===== config.mk =====
export PLATFORM = sky130hd
export DESIGN_NAME = fddi_claim_resp
export DESIGN_NICKNAME = d
export VERILOG_FILES = /design/src/rtl/fddi_claim_resp.sv
export SDC_FILE = /design/constraint.sdc
export NUM_CORES = 1
export LEC_CHECK = 0
export ABC_AREA = 1
export CAP_MARGIN = 20
export CORE_MARGIN = 1.5
export CORE_UTILIZATION = 49
export CTS_CLUSTER_DIAMETER = 60
export DETAILED_ROUTE_END_ITERATION = 16
export PLACE_DENSITY = 0.75
export SLEW_MARGIN = 30
export SYNTH_ARGS = -nofsm -noshare
export SYNTH_HDL_FRONTEND = slang
export SYNTH_SLANG_ARGS = --single-unit

===== constraint.sdc =====
create_clock -name clk_i -period 1.6 [get_ports clk_i]
set_input_delay 0.4 -clock clk_i [delete_from_list [all_inputs] [get_ports clk_i]]
set_output_delay 0.4 -clock clk_i [all_outputs]
set_load 0.1 [all_outputs]

===== src/rtl/fddi_claim_resp.sv =====
// FDDI claim responder: qualifies a claim for HOLD_CYCLES, then grants for
// GRANT_CYCLES or yields for as long as the claim stays up. A ring drop
// aborts any transaction. grant_cnt_o counts grants and saturates.
//
// state | meaning
// ------+-----------------------------------------------------------
// IDLE  | waiting for a fresh claim rise while the ring is active
// WAIT  | claim hold qualification, timer counting down
// GRANT | grant pulse active, timer counting down the pulse length
// YIELD | yielding to the claim until the claim drops
module fddi_claim_resp #(
    parameter int HOLD_CYCLES  = 4,
    parameter int GRANT_CYCLES = 2,
    parameter int CNT_W        = 8
) (
    input  logic             clk_i,
    input  logic             rst_i,
    input  logic             claim_i,
    input  logic             merge_i,
    input  logic             fddi_i,
    output logic             grant_o,
    output logic             yield_o,
    output logic             busy_o,
    output logic             abort_o,
    output logic [CNT_W-1:0] grant_cnt_o
);

    typedef enum logic [1:0] {
        IDLE  = 2'd0,
        WAIT  = 2'd1,
        GRANT = 2'd2,
        YIELD = 2'd3
    } state_t;

    localparam logic [7:0]       HOLD_LOAD  = 8'(HOLD_CYCLES - 1);
    localparam logic [7:0]       GRANT_LOAD = 8'(GRANT_CYCLES - 1);
    localparam logic [CNT_W-1:0] CNT_MAX    = '1;

    state_t           state_q, state_d;
    logic [7:0]       timer_q, timer_d;
    logic             abort_q, abort_d;
    logic [CNT_W-1:0] cnt_q, cnt_d;
    logic             claim_q;
    logic             rise;

    // claim_q clears in reset so a claim held through release reads as a rise
    assign rise = claim_i & ~claim_q;

    // State, timer, counter and edge-detect registers with synchronous reset
    always_ff @(posedge clk_i) begin
        if (rst_i) begin
            state_q <= IDLE;
            timer_q <= '0;
            abort_q <= 1'b0;
            cnt_q   <= '0;
            claim_q <= 1'b0;
        end else begin
            state_q <= state_d;
            timer_q <= timer_d;
            abort_q <= abort_d;
            cnt_q   <= cnt_d;
            claim_q <= claim_i;
        end
    end

    // Next-state logic; merge only matters on the WAIT terminal-count edge
    always_comb begin
        state_d = state_q;
        timer_d = timer_q;
        abort_d = 1'b0;
        cnt_d   = cnt_q;
        unique case (state_q)
            IDLE: begin
                if (rise && fddi_i) begin
                    state_d = WAIT;
                    timer_d = HOLD_LOAD;
                end
            end
            WAIT: begin
                if (!fddi_i) begin
                    state_d = IDLE;
                    abort_d = 1'b1;
                end else if (!claim_i) begin
                    state_d = IDLE;
                end else if (timer_q == 8'd0) begin
                    if (merge_i) begin
                        state_d = GRANT;
                        timer_d = GRANT_LOAD;
                        if (cnt_q != CNT_MAX) begin
                            cnt_d = cnt_q + 1'b1;
                        end
                    end else begin
                        state_d = YIELD;
                    end
                end else begin
                    timer_d = timer_q - 8'd1;
                end
            end
            GRANT: begin
                if (!fddi_i) begin
                    state_d = IDLE;
                    abort_d = 1'b1;
                end else if (timer_q == 8'd0) begin
                    state_d = IDLE;
                end else begin
                    timer_d = timer_q - 8'd1;
                end
            end
            YIELD: begin
                if (!fddi_i) begin
                    state_d = IDLE;
                    abort_d = 1'b1;
                end else if (!claim_i) begin
                    state_d = IDLE;
                end
            end
            default: state_d = IDLE;
        endcase
    end

    assign grant_o     = (state_q == GRANT);
    assign yield_o     = (state_q == YIELD);
    assign busy_o      = (state_q != IDLE);
    assign abort_o     = abort_q;
    assign grant_cnt_o = cnt_q;

endmodule


# After elaboration in Yosys (flattened, before gate mapping)
# Index checks and enable logic that the tools add are counted.
# W data, S select, Z words.
# word_totals
reg_bits	20
latch_bits	0
ramBits	0
mem_bits_ro	0
word_cells	52
n_memories	0
# classes
n_addsub	2
mul	0
n_div	0
n_lt_le_gt_ge	0
n_eq_ne	13
n_shift	0
n_mux	19
bitwise	3
reduce_logical	10
# op_table
cell	count
$mux W8	7
$pmux W8 S3	1
$mux W2	8
$ne A2 B2 Y1 const B	5
$add A8 B1 Y8 const B	1
$logic_not A8 Y1	1
$ne A8 B8 Y1 const B	1
$pmux W2 S4	1
$sub A8 B1 Y8 const B	1
$reduce_and A7 Y1	1
$ne A3 B3 Y1 const B	2
$reduce_and A6 Y1	1
$eq A2 B2 Y1 const B	2
$ne A4 B4 Y1 const B	1
$reduce_and A4 Y1	1
$ne A3 B2 Y1 const B	1
$reduce_bool A3 Y1	1
$reduce_or A3 Y1	1
$eq A2 B1 Y1 const B	1
$logic_not A2 Y1	1
$mux W1	2
$not A1 Y1	2
$reduce_bool A2 Y1	1
$reduce_or A2 Y1	1
2 further kinds	2

# Depth between registers and ports, before layout
# Gate-level depths: netlist (run 1).
# depth
depth_word	5
ltp_mapped	11

# Worst setup path after synthesis (run 1)
# No wires, ideal clock.
# synth_timing
path_type	flip-flop to flip-flop
startpoint	register cnt_q[1] (netlist: grant_cnt_o[1])
endpoint	register cnt_q[7] (netlist: grant_cnt_o[7])
setup_ns	0.071
t_arrival_ns	2.091
t_required_ns	1.529
slack_ns	-0.562
path_stages_with_launch	8
period_less_slack_ns	2.162
cell_sequence	dfxtp_1 ha_1 nand2_1 nor2_1 nand4_1 nand2_1 o21ai_1 a21oi_1
# synth_between
elab_chain_len	2
elab_cells_between_ends	3
cone_classes	add/sub: 1; eq/ne: 1; reduce/logical: 1
# synth_lines
item	line	source
start: declaration	42	logic [CNT_W-1:0] cnt_q, cnt_d;
start signal: assignment	61	cnt_q <= cnt_d;
branches (longest 2 deep; another with $add A8 B1 Y8)	--	
# Several ways; the timed one is not identified.
# A chain may end at the register's enable or synchronous reset.

# Worst setup path in the final report (run 1)
# layout_timing
startpoint	register state_q[1]
endpoint	output port busy_o
# layout_between
elab_chain_len	1
# layout_lines
item	line	source
start: declaration	39	state_t state_q, state_d;
start signal: assignment	58	state_q <= state_d;
$reduce_bool A2 Y1	123	assign busy_o = (state_q != IDLE);
end: declaration	23	output logic busy_o,
# Every way passes these cells.

==> impl_metrics.env, run 1 <==
export IMPL_worstSetupEndpointType="output pin"
export IMPL_syn_area_um2=1330
export IMPL_hold_path_class="in -> reg"
export IMPL_violations="negative setup slack"
export IMPL_cts_sinks=20
export IMPL_highest_layer="met4"
export IMPL_place_area_um2=1790
export IMPL_cp_max_fo=3
export IMPL_whs_path_depth=2
export IMPL_met1_length_um=1440
export IMPL_worstSkewPairLatency_ns=0.31
export IMPL_nets=249
export IMPL_synth_simple_area_share=0.405
export IMPL_layout_drive_gt1_share=0.360
export IMPL_coreArea_um2=2520
export IMPL_drc=0
export IMPL_crit_arrival_ns=1.24
export IMPL_mostFrequentLayoutCells="35 x nand2_1, 28 x nor2_1, 24 x inv_1"
export IMPL_drt_iter0_drc=52
export IMPL_clkTransAtPathRegs_ns=0.13
export IMPL_worstPathRequired_ns=1.20
export IMPL_viasPerCell=5.28
export IMPL_avgSynthCellArea_um2=6.77
export IMPL_setup_viol=2
export IMPL_die_y_um=55.2
export IMPL_synth_top_area_share=0.300
export IMPL_synth_edf_count=0
export IMPL_routed_wl_um=3360
export IMPL_max_cap_violations=0
export IMPL_preCtsSetupSlack_ns=-0.346
export IMPL_rsz0062_at_grt="yes"
export IMPL_grt_first_pass_wirelength_um=5250
export IMPL_initial_utilization=0.529
export IMPL_ctsLongestPathBuffers=2
export IMPL_timing_final_crit_period_ns=1.64
export IMPL_path_class="reg -> out"
export IMPL_status="complete, but fails checks"
export IMPL_period_share=1.03
export IMPL_synthTopCellsByArea="dfxtp_1 30%, nand2_1 10%, nor2_1 8.7%"
export IMPL_grt_max_degree=12
export IMPL_p_comb_frac=0.512
export IMPL_powerDensity_nw_per_um2=927
export IMPL_syn_num_nets=209
export IMPL_area_delta_synth_final_pct=50.1
export IMPL_routed_wl_met3_um=132
export IMPL_finalCoreUtilization=0.794
export IMPL_ys_warn_count=0
export IMPL_rr_worst_depth=9
export IMPL_tightestPinTransition_ns=0.337
export IMPL_synth_top_area_cell="dfxtp_1"
export IMPL_peakVddDrop_mv=0.710
export IMPL_fin_area_um2=2000
export IMPL_pwr_share_seq=0.323
export IMPL_p_int_mw=1.06
export IMPL_root_buffer="clkbuf_4"
export IMPL_async_flop_share=0
export IMPL_io_pins=17
export IMPL_synthXorXnorAreaFrac=0.0328
export IMPL_place_gp_congestion=0.829
export IMPL_final_antenna_net_count=0
export IMPL_layout_commonest_cell="nand2_1"
export IMPL_synth_compound_area_frac=0.102
export IMPL_total_power_mw=1.86
export IMPL_met2_length_um=1750
export IMPL_drtPass1Iterations=4
export IMPL_synth_top_family_by_area="simple AND/OR/NAND/NOR gates"
export IMPL_portBuffers=16
export IMPL_finalHoldViolCount=0
export IMPL_antenna_found_initial=0
export IMPL_relSlewSlack=0.775
export IMPL_ys_ff_latch=20
export IMPL_dieArea_um2=3040
export IMPL_synthDistinctLibCells=31
export IMPL_dp_hpwl_um=2360
export IMPL_power_leakage_nw=0.870
export IMPL_grt_pass1_vias=1327
export IMPL_ys_seq_area_frac=0.300
export IMPL_track_usage=0.237
export IMPL_switching_share=0.428
export IMPL_worstSetupStartpointType="flip-flop"
export IMPL_grt_overflow=0
export IMPL_synth_mux_area_fraction=0
export IMPL_fp_dieW_um=55.2
export IMPL_finalMaxSlewViolations=0
export IMPL_synthFlopType="dfxtp_1"
export IMPL_diodes=0
export IMPL_cts_tree="yes"
export IMPL_rows=18
export IMPL_netlist_instances=197
export IMPL_drt_wirelength_per_cell_um=12.6
export IMPL_p_switching_mw=0.794
export IMPL_htreeDepth=1
export IMPL_synth_fa_ha_area_frac=0.0657
export IMPL_vias=1405
export IMPL_whs_ns=0.391
export IMPL_fin_ws_ns=-0.0437
export IMPL_fmax_ghz=0.608
export IMPL_skew_ns=0.0184
export IMPL_clkPwrFrac=0.165
export IMPL_cts_made_buffers=3
-- flip-flops by register name, summed over array words and instances (netlist names) --
signal	cells
grant_cnt_o	8
abort_o	1
state_q	2
timer_q	8
claim_q	1
-- through the flow --
stage | TNS (ns) | instances
floorplan | 0 | 197
global placement | -3.37 | 255
detailed placement | -4.53 | 255
CTS | -0.194 | 262
global route | -0.462 | 266
finish | -0.0734 | 266
-- routing by layer --
metal,global-route usage,up-vias
li1,-,715
met1,0.273,654
met2,0.435,32
met3,0.0323,4
met4,0.0976,0
met5,0,-
-- cell type report --
class | instances | area, um2
multi-input cells | 145 | 933
fillers | 164 | 520
repair buffers | 37 | 454
flip-flops and latches | 20 | 422
inverters | 30 | 119
well taps | 30 | 37.5
clock buffers | 4 | 36.3
-- cell usage after synthesis, types with 4 or more instances --
cell type,n
nand2_1,37
nor2_1,31
inv_1,27
dfxtp_1,20
nand3_1,9
o21ai_1,9
a21oi_1,8
nand4_1,8
ha_1,7
nor3_1,5
xor2_1,5
nand2_2,4
-- cells by family (layout without fill, tap and decap cells) --
group           count (synthesis)  after routing
flops                          20             20
buf+inv                        33             71
fa+ha+maj                       7              7
compound gates                 24             24
simple gates                  108            109
xor+xnor                        5              5
-- power by group through the flow --
stage / clock (mW) / sequential [mW] / combinational, mW
2_1_floorplan: 0 / 0.614 / 0.557
3_3_place_gp: 0 / 0.600 / 0.763
3_5_place_dp: 0 / 0.603 / 0.777
4_1_cts: 0.312 / 0.596 / 0.818
5_1_grt: 0.330 / 0.605 / 1.03
6_report: 0.307 / 0.599 / 0.951
-- path summary, 6_finish.rpt --
| kind | to | slack [ns] | from |
|---|---|---|---|
| setup / recovery | busy_o | -0.04 | state_q[1] |
| hold / removal | abort_o | 0.39 | fddi_i |
| setup reg to reg | timer_q[6] | 0.03 | state_q[1] |
| hold reg to reg | grant_cnt_o[1] | 0.50 | grant_cnt_o[1] |
-- critical path, cell delays in order (launching register included) --
cell,delay (ns)
dfxtp_2,0.37
inv_2,0.04
buf_6,0.11
ha_4,0.16
clkinvlp_4,0.08
buf_12,0.17
-- what timing repair did --
item                                    CTS  global route
endpoints found under the setup margin   13            17
buffers inserted                          3             3
cloned                                    0             1
hold buffers                              0             0
gates resized for setup                  14            16
pin swaps                                 1             7
No activity file was read; power rests on OpenSTA's default activity.
==> run 2, diff against run 1 <==
--- a/config.mk
+++ b/config.mk
@@ -5,7 +5,6 @@
 export SDC_FILE = /design/constraint.sdc
 export NUM_CORES = 1
 export LEC_CHECK = 0
-export ABC_AREA = 1
 export CAP_MARGIN = 20
 export CORE_MARGIN = 1.5
 export CORE_UTILIZATION = 49
==> run 2 against run 1 <==
The run now fails in global routing (5_1_grt). Synthesized area shrank 2.5%. Synthesized cell count shrank 23%.
==> impl_metrics.env, run 2 <==
export IMPL_synth_compound_area_frac=0.252
export IMPL_status="did not finish"
export IMPL_initial_utilization=0.520
export IMPL_stop_stage="global routing (5_1_grt)"
export IMPL_grt_repair_worst_endpoint="timer_q[0]$_SDFFE_PP0P_/D"
export IMPL_netlist_instances=151
export IMPL_synthTopCellsByCount="20 x dfxtp_1, 14 x inv_1, 11 x nand3_1"
export IMPL_htreeDepth=1
export IMPL_grt_max_degree=12
export IMPL_error="[ERROR DPL-0033] detailed placement checks failed during check placement."
export IMPL_place_gp_congestion=0.840
export IMPL_rows=18
export IMPL_synthDistinctLibCells=40
export IMPL_synth_mux_area_fraction=0.0173
export IMPL_antenna_found_initial=0
export IMPL_ys_warn_count=0
export IMPL_yosysMostFrequentCell="dfxtp_1"
export IMPL_synth_simple_area_share=0.276
export IMPL_place_area_um2=2040
export IMPL_syn_num_nets=163
export IMPL_root_buffer="clkbuf_4"
export IMPL_synth_top_area_cell="dfxtp_1"
export IMPL_ys_ff_latch=20
export IMPL_holdBufCountCts=0
export IMPL_async_flop_share=0
export IMPL_portBuffers=16
export IMPL_avgSynthCellArea_um2=8.61
export IMPL_synth_edf_count=0
export IMPL_ctsLongestPathBuffers=2
export IMPL_cts_made_buffers=3
export IMPL_synthFlopType="dfxtp_1"
export IMPL_post_place_cells=233
export IMPL_die_y_um=54.5
export IMPL_io_pins=17
export IMPL_cts_sinks=20
export IMPL_syn_area_um2=1300
export IMPL_synth_fa_ha_area_frac=0.0674
export IMPL_synth_top_area_share=0.308
export IMPL_dp_hpwl_um=3130
export IMPL_worst_endpoint_kind="register data pin"
export IMPL_synth_top_family_by_area="simple AND/OR/NAND/NOR gates"
export IMPL_ys_seq_area_frac=0.308
export IMPL_fp_dieW_um=54.5
export IMPL_synthXorXnorAreaFrac=0
export IMPL_synthTopCellsByArea="dfxtp_1 31%, ha_1 6.7%, nand3_1 4.2%"
## run 2: changes by cell type after synthesis, sizes merged, moves of 6 or more
cell   previous run  this run
o21ai            11         5
nand2            42        11
nor2             36         5
o32ai             0         6
inv              30        14
## run 2: cell families after synthesis
| logic type | count (synthesis) |
|---|---|
| AOI/OAI and AO/OA | 43 |
| adders and majority gates | 7 |
| buffers and inverters | 21 |
| DFF | 20 |
| muxes | 2 |
| and+or+nand+nor | 58 |
## run 2: timing repair
item | CTS
pin swaps | 15
setup buffers | 12
setup endpoints to repair | 21
gates resized for setup | 31
gates cloned | 1
## run 2: stage by stage
step,setup slack [ns],TNS [ns],util
2_1_floorplan,-0.216,-2.33,-
3_3_place_gp,-0.480,-7.19,0.814
3_5_place_dp,-0.541,-8.65,0.814
4_1_cts,-0.193,-2.81,0.915
==> run 3, diff against run 2 <==
--- a/config.mk
+++ b/config.mk
@@ -7,10 +7,9 @@
 export LEC_CHECK = 0
 export CAP_MARGIN = 20
 export CORE_MARGIN = 1.5
-export CORE_UTILIZATION = 49
-export CTS_CLUSTER_DIAMETER = 60
+export CORE_UTILIZATION = 36
 export DETAILED_ROUTE_END_ITERATION = 16
-export PLACE_DENSITY = 0.75
+export PLACE_DENSITY_LB_ADDON = 0.15
 export SLEW_MARGIN = 30
 export SYNTH_ARGS = -nofsm -noshare
 export SYNTH_HDL_FRONTEND = slang
==> constraint.sdc (replaced) <==
create_clock -name clk_i -period 2.08 [get_ports clk_i]
set_input_delay 0.52 -clock clk_i [delete_from_list [all_inputs] [get_ports clk_i]]
set_output_delay 0.52 -clock clk_i [all_outputs]
set_load 0.1 [all_outputs]
==> run 3 against run 2 <==
The flow now finishes without violations. Synthesized cell count unchanged. Synthesized area did not move.
==> impl_metrics.env, run 3 <==
export IMPL_layout_commonest_cell="buf_4"
export IMPL_finalHoldViolCount=0
export IMPL_vias=1293
export IMPL_synthDistinctLibCells=40
export IMPL_fin_area_um2=1660
export IMPL_setup_worst_path_end="grant_cnt_o[5]"
export IMPL_crit_arrival_ns=2.23
export IMPL_synth_top_area_cell="dfxtp_1"
export IMPL_ys_ff_latch=20
export IMPL_worstSkewPairLatency_ns=0.31
export IMPL_r2r_slack_ns=0.09
export IMPL_drtPass1Iterations=4
export IMPL_powerDensity_nw_per_um2=660
export IMPL_syn_num_nets=163
export IMPL_track_usage=0.167
export IMPL_yosysMostFrequentCell="dfxtp_1"
export IMPL_synth_edf_count=0
export IMPL_p_comb_frac=0.407
export IMPL_finalMaxSlewViolations=0
export IMPL_multi_input_area_um2=811
export IMPL_coreArea_um2=3390
export IMPL_place_area_um2=1600
export IMPL_holdBufCountCts=0
export IMPL_ctsLongestPathBuffers=2
export IMPL_timing_final_crit_period_ns=2.02
export IMPL_pwr_share_seq=0.378
export IMPL_status="complete, no violations"
export IMPL_switching_share=0.374
export IMPL_portBuffers=16
export IMPL_ys_seq_area_frac=0.308
export IMPL_mostFrequentLayoutCells="23 x buf_4, 14 x inv_1, 14 x dfxtp_1"
export IMPL_die_y_um=63.1
export IMPL_cp_max_fo=10
export IMPL_p_int_mw=0.685
export IMPL_path_class="in -> reg"
export IMPL_antenna_found_initial=0
export IMPL_grt_overflow=0
export IMPL_netlist_instances=151
export IMPL_rr_worst_depth=6
export IMPL_grt_max_degree=15
export IMPL_nets=192
export IMPL_syn_area_um2=1300
export IMPL_peakVddDrop_mv=0.361
export IMPL_async_flop_share=0
export IMPL_rsz0062_at_grt="yes"
export IMPL_grt_first_pass_wirelength_um=5400
export IMPL_worstPathRequired_ns=2.29
export IMPL_layout_drive_gt1_share=0.263
export IMPL_io_pins=17
export IMPL_root_buffer="clkbuf_4"
export IMPL_routed_wl_um=3200
export IMPL_worstSetupStartpointType="primary input"
export IMPL_cp_startpoint="fddi_i"
export IMPL_dieArea_um2=3980
export IMPL_initial_utilization=0.384
export IMPL_clkTransAtPathRegs_ns=0.12
export IMPL_avgSynthCellArea_um2=8.61
export IMPL_synthFlopType="dfxtp_1"
export IMPL_skew_ns=0.00793
export IMPL_place_gp_congestion=0.815
export IMPL_relSlewSlack=0.712
export IMPL_ys_warn_count=0
export IMPL_max_cap_violations=0
export IMPL_period_share=0.969
export IMPL_reg2reg_from="state_q[1]"
export IMPL_drc=0
export IMPL_cts_sinks=20
export IMPL_post_place_cells=220
export IMPL_clkPwrFrac=0.215
export IMPL_htreeDepth=1
export IMPL_regArea_um2=408
export IMPL_power_leakage_nw=0.617
export IMPL_preCtsSetupSlack_ns=-0.285
export IMPL_setup_tns_ns=0
export IMPL_synthTopCellsByArea="dfxtp_1 31%, ha_1 6.7%, nand3_1 4.2%"
export IMPL_fin_ws_ns=0.0647
export IMPL_drt_iter0_drc=66
export IMPL_dp_hpwl_um=2390
export IMPL_setup_viol=0
export IMPL_worstSetupEndpointType="flip-flop"
export IMPL_fmax_ghz=0.496
export IMPL_drt_wirelength_per_cell_um=14.2
export IMPL_fp_dieW_um=63.1
export IMPL_cts_tree="yes"
export IMPL_grt_pass1_vias=1184
export IMPL_tightestPinTransition_ns=0.421
export IMPL_whs_ns=0.503
export IMPL_hold_path_class="reg -> reg"
export IMPL_synth_top_area_share=0.308
export IMPL_total_power_mw=1.09
export IMPL_cts_made_buffers=3
export IMPL_p_switching_mw=0.409
export IMPL_finalCoreUtilization=0.489
export IMPL_rows=21
export IMPL_synthTopCellsByCount="20 x dfxtp_1, 14 x inv_1, 11 x nand3_1"
export IMPL_final_cells=225
export IMPL_final_antenna_net_count=0
export IMPL_diodes=0
export IMPL_area_delta_synth_final_pct=27.5
export IMPL_nFillCells=341
export IMPL_r2r_end="grant_cnt_o[5]"
export IMPL_viasPerCell=5.75
==> run 3: power groups by stage <==
stage	Combinational [mW]	Clock, mW	Sequential (mW)
final	0.445	0.235	0.414
after floorplan	0.300	0	0.432
after detailed placement	0.433	0	0.422
after CTS	0.436	0.248	0.414
after global routing	0.482	0.263	0.416
after global placement	0.428	0	0.421
==> run 3: cells by family after synthesis <==
family,Yosys count,synth area share
mux,2,0.0173
compound gates,43,0.252
fa+ha+maj,7,0.0674
flops,20,0.308
buf+inv,21,0.0789
simple gates,58,0.276
==> run 3: how the worst min path moves through the flow <==
stage | startpoint | endpoint | slack, ns | cells after the start
3_5_place_dp | grant_cnt_o[4] | grant_cnt_o[4] | 0.49 | 2
2_1_floorplan | state_q[1] | state_q[1] | 0.49 | 2
3_3_place_gp | grant_cnt_o[4] | grant_cnt_o[4] | 0.48 | 2
6_report | grant_cnt_o[4] | grant_cnt_o[4] | 0.50 | 2
5_1_grt | grant_cnt_o[4] | grant_cnt_o[4] | 0.53 | 2
4_1_cts | grant_cnt_o[4] | grant_cnt_o[4] | 0.51 | 2
==> run 3: critical path, cell delays in order <==
cell	delay (ns)
clkdlybuf4s50_1	0.57
nand4_1	0.14
a41o_1	0.33
nor4_2	0.32
mux2_1	0.34
==> run 3: layer usage <==
| metal | vias to the layer above | global-route usage | part of all wire |
|---|---|---|---|
| met5 | - | 0 | 0 |
| met4 | 0 | 0.0528 | 0.011 |
| met3 | 4 | 0.0304 | 0.047 |
| met2 | 38 | 0.275 | 0.49 |
| met1 | 610 | 0.222 | 0.45 |
| li1 | 641 | - | - |
==> run 3: timing repair <==
item	in CTS	in global routing
pin swaps	0	1
setup endpoints to repair	1	4
hold endpoints to repair	0	0
gates resized for setup	1	2
buffers inserted	0	1
==> run 3: final cells by class <==
type	instances	area share
Multi-Input combinational cell	110	0.489
Sequential cell	20	0.246
Timing Repair Buffer	31	0.177
Tap cell	46	0.0347
Inverter	14	0.0317
Clock buffer	4	0.0219
==> run 4, diff against run 3 <==
==> constraint.sdc (replaced) <==
create_clock -name clk_i -period 2.08 [get_ports clk_i]
set_input_delay 0.52 -clock clk_i [delete_from_list [all_inputs] [get_ports clk_i]]
set_output_delay 0.52 -clock clk_i [all_outputs]
set_load 0.01 [all_outputs]
==> run 4 against run 3 <==
Global-route usage increased by 0.36 points. Power up 3.9%. Combinational power fell by 11%. Largest power group is now sequential cells. Worst setup slack worse by 0.0079 ns. Sequential power is essentially flat. Sequential share of layout area fell by 0.46 points. Register-to-register slack improved by 0.07 ns. First-iteration DRC count grew 15%. Clock power is 38% higher. Flip-flop and latch count is the same.
==> impl_metrics.env, run 4 (synthesized netlist as in run 3, its figures left out) <==
export IMPL_drt_wirelength_per_cell_um=14.2
export IMPL_pwr_share_seq=0.364
export IMPL_worstSetupStartpointType="primary input"
export IMPL_holdBufCountCts=0
export IMPL_clkTransAtPathRegs_ns=0.13
export IMPL_timing_final_crit_period_ns=2.02
export IMPL_status="complete, no violations"
export IMPL_viasPerCell=5.81
export IMPL_ctsLongestPathBuffers=2
export IMPL_layout_drive_gt1_share=0.189
export IMPL_mostFrequentLayoutCells="18 x dfxtp_1, 16 x buf_4, 14 x inv_1, 14 x clkdlybuf4s50_1, 11 x nand3_1"
export IMPL_place_gp_congestion=0.831
export IMPL_area_delta_synth_final_pct=29.2
export IMPL_skew_ns=0.00605
export IMPL_routed_wl_um=3210
export IMPL_final_cells=226
export IMPL_clkPwrFrac=0.285
export IMPL_cts_tree="yes"
export IMPL_rsz0062_at_grt="yes"
export IMPL_setup_tns_ns=0
export IMPL_io_pins=17
export IMPL_final_antenna_net_count=0
export IMPL_worstSetupEndpointType="flip-flop"
export IMPL_p_int_mw=0.769
export IMPL_period_share=0.973
export IMPL_grt_max_degree=15
export IMPL_dieArea_um2=3980
export IMPL_worstSkewPairLatency_ns=0.30
export IMPL_htreeDepth=1
export IMPL_setup_worst_path_end="grant_cnt_o[3]"
export IMPL_switching_share=0.323
export IMPL_drc=0
export IMPL_portBuffers=16
export IMPL_path_cells="clkdlybuf4s50_1 -> nand4_1 -> a41o_4 -> or4_1 -> a21oi_1"
export IMPL_fmax_ghz=0.494
export IMPL_initial_utilization=0.384
export IMPL_layout_commonest_cell="dfxtp_1"
export IMPL_cp_startpoint="fddi_i"
export IMPL_rr_worst_depth=6
export IMPL_tightestPinTransition_ns=0.448
export IMPL_antenna_found_initial=0
export IMPL_finalHoldViolCount=0
export IMPL_powerDensity_nw_per_um2=677
export IMPL_crit_family="simple AND/OR/NAND/NOR gates"
export IMPL_grt_first_pass_wirelength_um=5610
export IMPL_fp_dieW_um=63.1
export IMPL_grt_overflow=0
export IMPL_r2r_end="grant_cnt_o[3]"
export IMPL_drtPass1Iterations=4
export IMPL_cp_depth=5
export IMPL_setup_viol=0
export IMPL_p_comb_frac=0.351
export IMPL_nets=193
export IMPL_hold_path_class="reg -> reg"
export IMPL_total_power_mw=1.14
export IMPL_path_buf_inv=1
export IMPL_cts_sinks=20
export IMPL_finalMaxSlewViolations=0
export IMPL_coreArea_um2=3390
export IMPL_cts_made_buffers=3
export IMPL_diodes=0
export IMPL_die_y_um=63.1
export IMPL_worstPathRequired_ns=2.32
export IMPL_crit_arrival_ns=2.27
export IMPL_hold_start="grant_cnt_o[7]"
export IMPL_slowest_stage="clkdlybuf4s50_1"
export IMPL_grt_pass1_vias=1229
export IMPL_rows=21
export IMPL_p_switching_mw=0.367
export IMPL_vias=1312
export IMPL_dp_hpwl_um=2310
export IMPL_path_class="in -> reg"
export IMPL_drt_iter0_drc=76
export IMPL_peakVddDrop_mv=0.357
export IMPL_r2r_slack_ns=0.16
export IMPL_track_usage=0.171
export IMPL_max_cap_violations=0
export IMPL_post_place_cells=221
export IMPL_root_buffer="clkbuf_4"
export IMPL_relSlewSlack=0.700
export IMPL_cp_max_fo=14
export IMPL_finalCoreUtilization=0.495
export IMPL_cp_slowest_stage_delay_ns=0.59
export IMPL_power_leakage_nw=0.598
export IMPL_reg2reg_from="state_q[1]"
-- run 4: cell types whose count changed in the layout (fill, tap and decap cells not counted), sizes merged --
cell,before,now
bufinv,0,1
buf,27,16
clkbuf,4,3
clkdlybuf4s50,4,14
dlygate4sd2,0,2
-- run 4: cell type report --
class / instances / area [um2]
clock buffer: 3 / 22.5
fill: 329 / 1710
tap: 46 / 57.6
sequential: 20 / 405
multi-input combinational: 110 / 833
inverter: 14 / 52.6
timing repair buffer: 32 / 278
clock inverter: 1 / 30.0
-- run 4: through the flow --
step / worst slack, ns / instance area, um2 / hold WS (ns)
2_1_floorplan: 0.148 / 1300 / 0.484
3_3_place_gp: -0.202 / 1580 / 0.509
3_5_place_dp: -0.309 / 1580 / 0.494
4_1_cts: 0.0217 / 1650 / 0.514
5_1_grt: -0.0663 / 1680 / 0.562
6_report: 0.0568 / 1680 / 0.522
-- run 4: worst register-to-register path, delay by kind of cell (launching register included) --
kind	cells	cell delay, ns
buffers and inverters	1	0.10
AOI/OAI and AO/OA	2	0.48
and+or+nand+nor	2	0.64
DFF	1	0.38
adders and majority gates	1	0.25
-- run 4: what timing repair did --
item	in CTS	in global routing
gates resized for setup	7	9
pin swaps	0	1
setup endpoints to repair	2	13
buffers inserted	0	1
-- run 4: worst min-delay path by stage --
stage | endpoint | slack, ns | depth (start not counted)
detailed placement | grant_cnt_o[7] | 0.49 | 2
global route | grant_cnt_o[7] | 0.56 | 2
floorplan | state_q[1] | 0.48 | 2
global placement | state_q[1] | 0.51 | 2
CTS | grant_cnt_o[7] | 0.51 | 2
finish | grant_cnt_o[7] | 0.52 | 2
-- run 4: power groups by stage --
| stage | logic, mW | registers, mW | clock network [mW] |
|---|---|---|---|
| final | 0.398 | 0.414 | 0.325 |
| after global routing | 0.443 | 0.417 | 0.357 |
| after CTS | 0.385 | 0.415 | 0.336 |
| after detailed placement | 0.382 | 0.422 | 0 |
| after global placement | 0.377 | 0.421 | 0 |
| after floorplan | 0.269 | 0.419 | 0 |
-- run 4: metal layers --
| metal | global-route usage | wire length, um | vias to the layer above |
|---|---|---|---|
| li1 | - | - | 644 |
| met1 | 0.233 | 1500 | 627 |
| met2 | 0.275 | 1520 | 37 |
| met3 | 0.0250 | 152 | 4 |
| met4 | 0.0583 | 36 | 0 |
| met5 | 0 | 0 | - |
